$ cat src/rtl/alu_cmd_driver.sv
// alu_cmd_driver
//   Initiator side of the ALU operand interface. Commands arrive on a
//   valid/ready stream and are registered onto alu_a/alu_b/alu_op_sel. One
//   cycle later the combinational ALU result is captured into a FIFO, along
//   with the overflow flag (masked for logic ops) and the command tag. The
//   FIFO is first-word-fall-through and is returned over a valid/ready stream.
//   A saturating counter tracks responses whose masked overflow is set.
//
// Ports
//   clk, rst_n                      clock, synchronous active-low reset
//   cmd_valid/cmd_ready             command handshake
//   cmd_a, cmd_b, cmd_op, cmd_tag   command payload
//   alu_a, alu_b, alu_op_sel        registered operands to the ALU
//   alu_y, alu_ovf                  ALU result and overflow flag
//   rsp_valid/rsp_ready             response handshake
//   rsp_y, rsp_ovf, rsp_tag         response payload at the FIFO head
//   busy                            command in flight
//   ovf_count                       saturating count of overflowing results
module alu_cmd_driver #(
  parameter int unsigned DATA_W = 8,
  parameter int unsigned TAG_W  = 4,
  parameter int unsigned DEPTH  = 4
) (
  input  logic              clk,
  input  logic              rst_n,
  input  logic              cmd_valid,
  output logic              cmd_ready,
  input  logic [DATA_W-1:0] cmd_a,
  input  logic [DATA_W-1:0] cmd_b,
  input  logic [1:0]        cmd_op,
  input  logic [TAG_W-1:0]  cmd_tag,
  output logic [DATA_W-1:0] alu_a,
  output logic [DATA_W-1:0] alu_b,
  output logic [1:0]        alu_op_sel,
  input  logic [DATA_W-1:0] alu_y,
  input  logic              alu_ovf,
  output logic              rsp_valid,
  input  logic              rsp_ready,
  output logic [DATA_W-1:0] rsp_y,
  output logic              rsp_ovf,
  output logic [TAG_W-1:0]  rsp_tag,
  output logic              busy,
  output logic [7:0]        ovf_count
);

  localparam int unsigned PTR_W = (DEPTH > 1) ? $clog2(DEPTH) : 1;
  localparam int unsigned CNT_W = PTR_W + 1;
  localparam int unsigned ENT_W = DATA_W + 1 + TAG_W;

  typedef enum logic {
    IDLE  = 1'b0,
    DRIVE = 1'b1
  } state_t;

  state_t             state_q, state_d;
  logic [DATA_W-1:0]  alu_a_q, alu_a_d;
  logic [DATA_W-1:0]  alu_b_q, alu_b_d;
  logic [1:0]         alu_op_q, alu_op_d;
  logic [TAG_W-1:0]   tag_q, tag_d;
  logic [ENT_W-1:0]   mem_q [DEPTH];
  logic [ENT_W-1:0]   mem_d [DEPTH];
  logic [PTR_W-1:0]   wr_ptr_q, wr_ptr_d;
  logic [PTR_W-1:0]   rd_ptr_q, rd_ptr_d;
  logic [CNT_W-1:0]   count_q, count_d;
  logic [7:0]         ovf_cnt_q, ovf_cnt_d;

  logic accept;
  logic push;
  logic pop;
  logic ovf_masked;
  logic [ENT_W-1:0] head;

  // rst_n gating keeps cmd_ready low while reset is held even though the
  // registers already show IDLE/empty after the first reset edge.
  assign cmd_ready  = rst_n && (state_q == IDLE) && (count_q < CNT_W'(DEPTH));
  assign accept     = cmd_valid && cmd_ready;
  assign push       = (state_q == DRIVE);
  assign rsp_valid  = (count_q != '0);
  assign pop        = rsp_valid && rsp_ready;
  assign ovf_masked = alu_ovf & ~alu_op_q[1];

  assign head       = mem_q[rd_ptr_q];
  assign rsp_y      = head[ENT_W-1 -: DATA_W];
  assign rsp_ovf    = head[TAG_W];
  assign rsp_tag    = head[TAG_W-1:0];

  assign alu_a      = alu_a_q;
  assign alu_b      = alu_b_q;
  assign alu_op_sel = alu_op_q;
  assign busy       = (state_q != IDLE);
  assign ovf_count  = ovf_cnt_q;

  always_comb begin
    state_d   = state_q;
    alu_a_d   = alu_a_q;
    alu_b_d   = alu_b_q;
    alu_op_d  = alu_op_q;
    tag_d     = tag_q;
    mem_d     = mem_q;
    wr_ptr_d  = wr_ptr_q;
    rd_ptr_d  = rd_ptr_q;
    count_d   = count_q;
    ovf_cnt_d = ovf_cnt_q;

    unique case (state_q)
      IDLE: begin
        if (accept) begin
          state_d  = DRIVE;
          alu_a_d  = cmd_a;
          alu_b_d  = cmd_b;
          alu_op_d = cmd_op;
          tag_d    = cmd_tag;
        end
      end
      DRIVE: begin
        state_d = IDLE;
      end
      default: state_d = IDLE;
    endcase

    // Space for this push was reserved when the command was accepted.
    if (push) begin
      mem_d[wr_ptr_q] = {alu_y, ovf_masked, tag_q};
      wr_ptr_d        = wr_ptr_q + PTR_W'(1);
      if (ovf_masked && (ovf_cnt_q != 8'hFF)) begin
        ovf_cnt_d = ovf_cnt_q + 8'd1;
      end
    end

    if (pop) begin
      rd_ptr_d = rd_ptr_q + PTR_W'(1);
    end

    unique case ({push, pop})
      2'b10:   count_d = count_q + CNT_W'(1);
      2'b01:   count_d = count_q - CNT_W'(1);
      default: count_d = count_q;
    endcase
  end

  always_ff @(posedge clk) begin
    if (!rst_n) begin
      state_q   <= IDLE;
      alu_a_q   <= '0;
      alu_b_q   <= '0;
      alu_op_q  <= '0;
      tag_q     <= '0;
      wr_ptr_q  <= '0;
      rd_ptr_q  <= '0;
      count_q   <= '0;
      ovf_cnt_q <= '0;
      for (int unsigned i = 0; i < DEPTH; i++) begin
        mem_q[i] <= '0;
      end
    end else begin
      state_q   <= state_d;
      alu_a_q   <= alu_a_d;
      alu_b_q   <= alu_b_d;
      alu_op_q  <= alu_op_d;
      tag_q     <= tag_d;
      wr_ptr_q  <= wr_ptr_d;
      rd_ptr_q  <= rd_ptr_d;
      count_q   <= count_d;
      ovf_cnt_q <= ovf_cnt_d;
      mem_q     <= mem_d;
    end
  end

endmodule
$ cat config.mk
export PLATFORM = sky130hd
export DESIGN_NAME = alu_cmd_driver
export DESIGN_NICKNAME = d
export VERILOG_FILES = /design/src/rtl/alu_cmd_driver.sv
export SDC_FILE = /design/constraint.sdc
export NUM_CORES = 1
export LEC_CHECK = 0
export ABC_AREA = 1
export ABC_CLOCK_PERIOD_IN_PS = 2500
export CAP_MARGIN = 40
export CORE_MARGIN = 5
export CORE_UTILIZATION = 32
export DETAILED_ROUTE_END_ITERATION = 12
export PLACE_DENSITY = 0.59
export SLEW_MARGIN = 10
export SYNTH_ARGS = -nofsm -noshare
export SYNTH_HDL_FRONTEND = slang
export SYNTH_SLANG_ARGS = --single-unit
$ cat constraint.sdc
create_clock -name clk -period 2.5 [get_ports clk]
set_clock_uncertainty 0.05 [all_clocks]
set_input_delay 0.5 -clock clk [delete_from_list [all_inputs] [get_ports clk]]
set_output_delay 0.5 -clock clk [all_outputs]
set_load 0.05 [all_outputs]
==> flow_metrics.tcl <==
set metrics [dict create \
    cts_setup_buffers 0 \
    clock_tree.root_cell "clkbuf_16" \
    hold_path_class "flop to flop" \
    ys_types 24 \
    routedWlPerCell_um 13.9 \
    syn_inst 495 \
    fin_ws_ns 0.0974 \
    postPlaceCellArea_sq_um 4600 \
    synth-seq-cells 90 \
    postCtsResizedCells 0 \
    portBuffers 76 \
    syn-num-nets 537 \
    finalSetupTns_ns 0 \
    arrival_ns 1.85 \
    synthTopCellsByCount "nor2_1 (108), o21ai_0 (92), dfxtp_1 (90), nand2_1 (52), a21oi_1 (43)" \
    met2_length_um 4650 \
    clk-insertion-delay-late_ns 0.34 \
    timing.final.crit_share_pct 96.1 \
    cp_cell_sequence "clkdlybuf4s50_1" \
    dpl_worst_slack_ns 0.181 \
    antenna_found_initial 0 \
    yosys_warnings 0 \
    crit_required_ns 1.95 \
    grt_pass1_vias 3402 \
    n_antenna_cell 0 \
    top_layer_used "met4" \
    wl_met3_um 642 \
    synth_area_per_cell_sq_um 7.56 \
    drt_first_pass_iters 4 \
    slew_headroom_pct 60.0 \
    synth_ff_type "dfxtp_1" \
    syn-cell-area_sq_um 3740 \
    status "completed" \
    p_per_area_nw_per_um2 875 \
    num_rows 39 \
    setup_viol 0 \
    drv_slew 0 \
    first_iter_violations 171 \
    core_sq_um 11500 \
    final-hold-violation-count 0 \
    hold_slack_ns 0.412 \
    dpl.hpwl_um 6540 \
    crit_path_end_kind "primary output" \
    wl_met1_um 4540 \
    rsz0062_at_grt "no" \
    period_needed_ns 2.40 \
    chipHeight_um 118 \
    h-tree-depth 3 \
    async_reset_ff_share_pct 0 \
    tightest_slew_ns 0.600 \
    critPathBufInv 1 \
    drive_gt1_share_pct 10.8 \
    p_leak_nw 1.86 \
    gp_congestion 0.772 \
    crit_path_top_delay_cell "clkdlybuf4s50_1" \
    grt_max_degree 72 \
    n_fill_cell 1141 \
    final_cell_area_sq_um 4900 \
    clk_pin_slew_ns 0.06 \
    postRouteAntennaNets 0 \
    crit_type "flop to primary output" \
    area_growth_pct 30.8 \
    finalNetCount 609 \
    die_w_um 118 \
    yosysMostFrequentCell "nor2_1" \
    crit_path_start_kind "flop" \
    fmax_ghz 0.416 \
    path_delay_family "buffers and inverters" \
    cts_tree "built" \
    postCtsHoldBufs 0 \
    ios 77 \
    maxCapViolCount 0 \
    grt_use_total_pct 14.3 \
    grt_pass1_wl_um 16600 \
    cts_buffer_depth 2 \
    regArea_sq_um 1800 \
    die_area_sq_um 14000 \
    seq_area_frac_synth_pct 48.1 \
    start_util_pct 32.6 \
    clock-sinks 90 \
    synth_area_leaders "dfxtp_1 (48%), o21ai_0 (12%), nor2_1 (11%)" \
    critPathMaxStageDelay_ns 0.91 \
    avgViaCountPerCell 4.86 \
    synth-edff-count 0 \
    grt-ovfl-total 0 \
    irDropWorstVdd_mv 0.443 \
    cp_max_fo 10 \
    cts_inserted_buffers 9 \
    wl_um 9960 \
    vias 3472 \
    netlist.area_leader.share_pct 48.1 \
    drcViolationCount 0 \
    multi_input_area_sq_um 1690 \
    post-synth-top-area-cell "dfxtp_1" \
]
where the power goes:
group	leakage (nW)	internal, W	total (W)	switching, W
Clock	0.135	0.000777	0.00136	0.000581
Combinational	0.996	0.000422	0.00135	0.000928
Sequential	0.731	0.00153	0.00158	0.0000527
Total	1.86	0.00273	0.00429	0.00156
cell usage in the layout (no fill, tap or decap):
master	synthesis	layout
nor2_1	108	108
o21ai_0	92	92
dfxtp_1	90	90
clkdlybuf4s50_1	0	61
nand2_1	52	52
a21oi_1	43	43
inv_1	26	26
buf_4	1	23
o22ai_1	13	13
nand3_1	9	9
nand2_2	9	9
a21oi_2	9	9
clkbuf_16	0	9
ha_1	6	6
clkinv_1	4	4
clkinvlp_4	0	3
o21bai_1	2	2
inv_6	1	2
inv_4	1	1
nor3_4	1	1
nor3_1	1	1
nand2_4	1	1
and3_1	1	1
fa_1	1	1
clkbuf_1	12	1
clkinv_2	0	1
bufinv_16	0	1
buf_2	11	1
buf_12	1	1
stage by stage:
| step | std cells | utilization (%) | total power [W] |
|---|---|---|---|
| floorplan | 495 | - | 0.00254 |
| global placement | 699 | 40.1 | 0.00295 |
| detailed placement | 699 | 40.1 | 0.00297 |
| CTS | 715 | 42.7 | 0.00433 |
| global route | 715 | 42.7 | 0.00451 |
| finish | 715 | 42.7 | 0.00429 |
logic make-up (layout without fill, tap and decap cells):
family	count (synthesis)	after routing	share of synthesized area, %
buffers and inverters	57	134	6.82
AND/OR/NAND/NOR	182	182	19.8
AO/OA/AOI/OAI	159	159	22.7
flip-flops	90	90	48.1
adder cells (fa/ha/maj)	7	7	2.54
final cells by class:
cell class / count / share of cell area, %
inverter: 32 / 2.61
clock inverter: 6 / 1.35
clock buffer: 10 / 4.67
tap: 143 / 3.65
sequential: 90 / 36.8
multi-input combinational: 348 / 34.4
timing repair buffer: 86 / 16.5
layer usage:
layer	global-route usage [%]	vias to the layer above
li1	-	1773
met1	17.9	1606
met5	0	-
met4	4.87	0
met3	4.82	11
met2	23.0	82
registers in the layout (all words and copies together) (netlist names):
name and count:
alu_b 8, count_q 3, mem_q 52, wr_ptr_q 2, ovf_count 8, alu_op_sel 2, alu_a 8, tag_q 4
busy 1, rd_ptr_q 2
path summary, 6_finish.rpt:
check                      startpoint                     end  slack (ns)  depth (start not counted)
min reg2reg     alu_a[7]$_SDFFE_PN0P_   alu_a[7]$_SDFFE_PN0P_        0.41                          2
max reg2reg  wr_ptr_q[1]$_SDFFE_PN0P_  mem_q[28]$_SDFFE_PN0P_        0.45                          6
min             alu_a[7]$_SDFFE_PN0P_   alu_a[7]$_SDFFE_PN0P_        0.41                          2
max                   busy$_SDFF_PP0_                    busy         0.1                          1
Note: power is estimated with default switching activity, not from simulation.
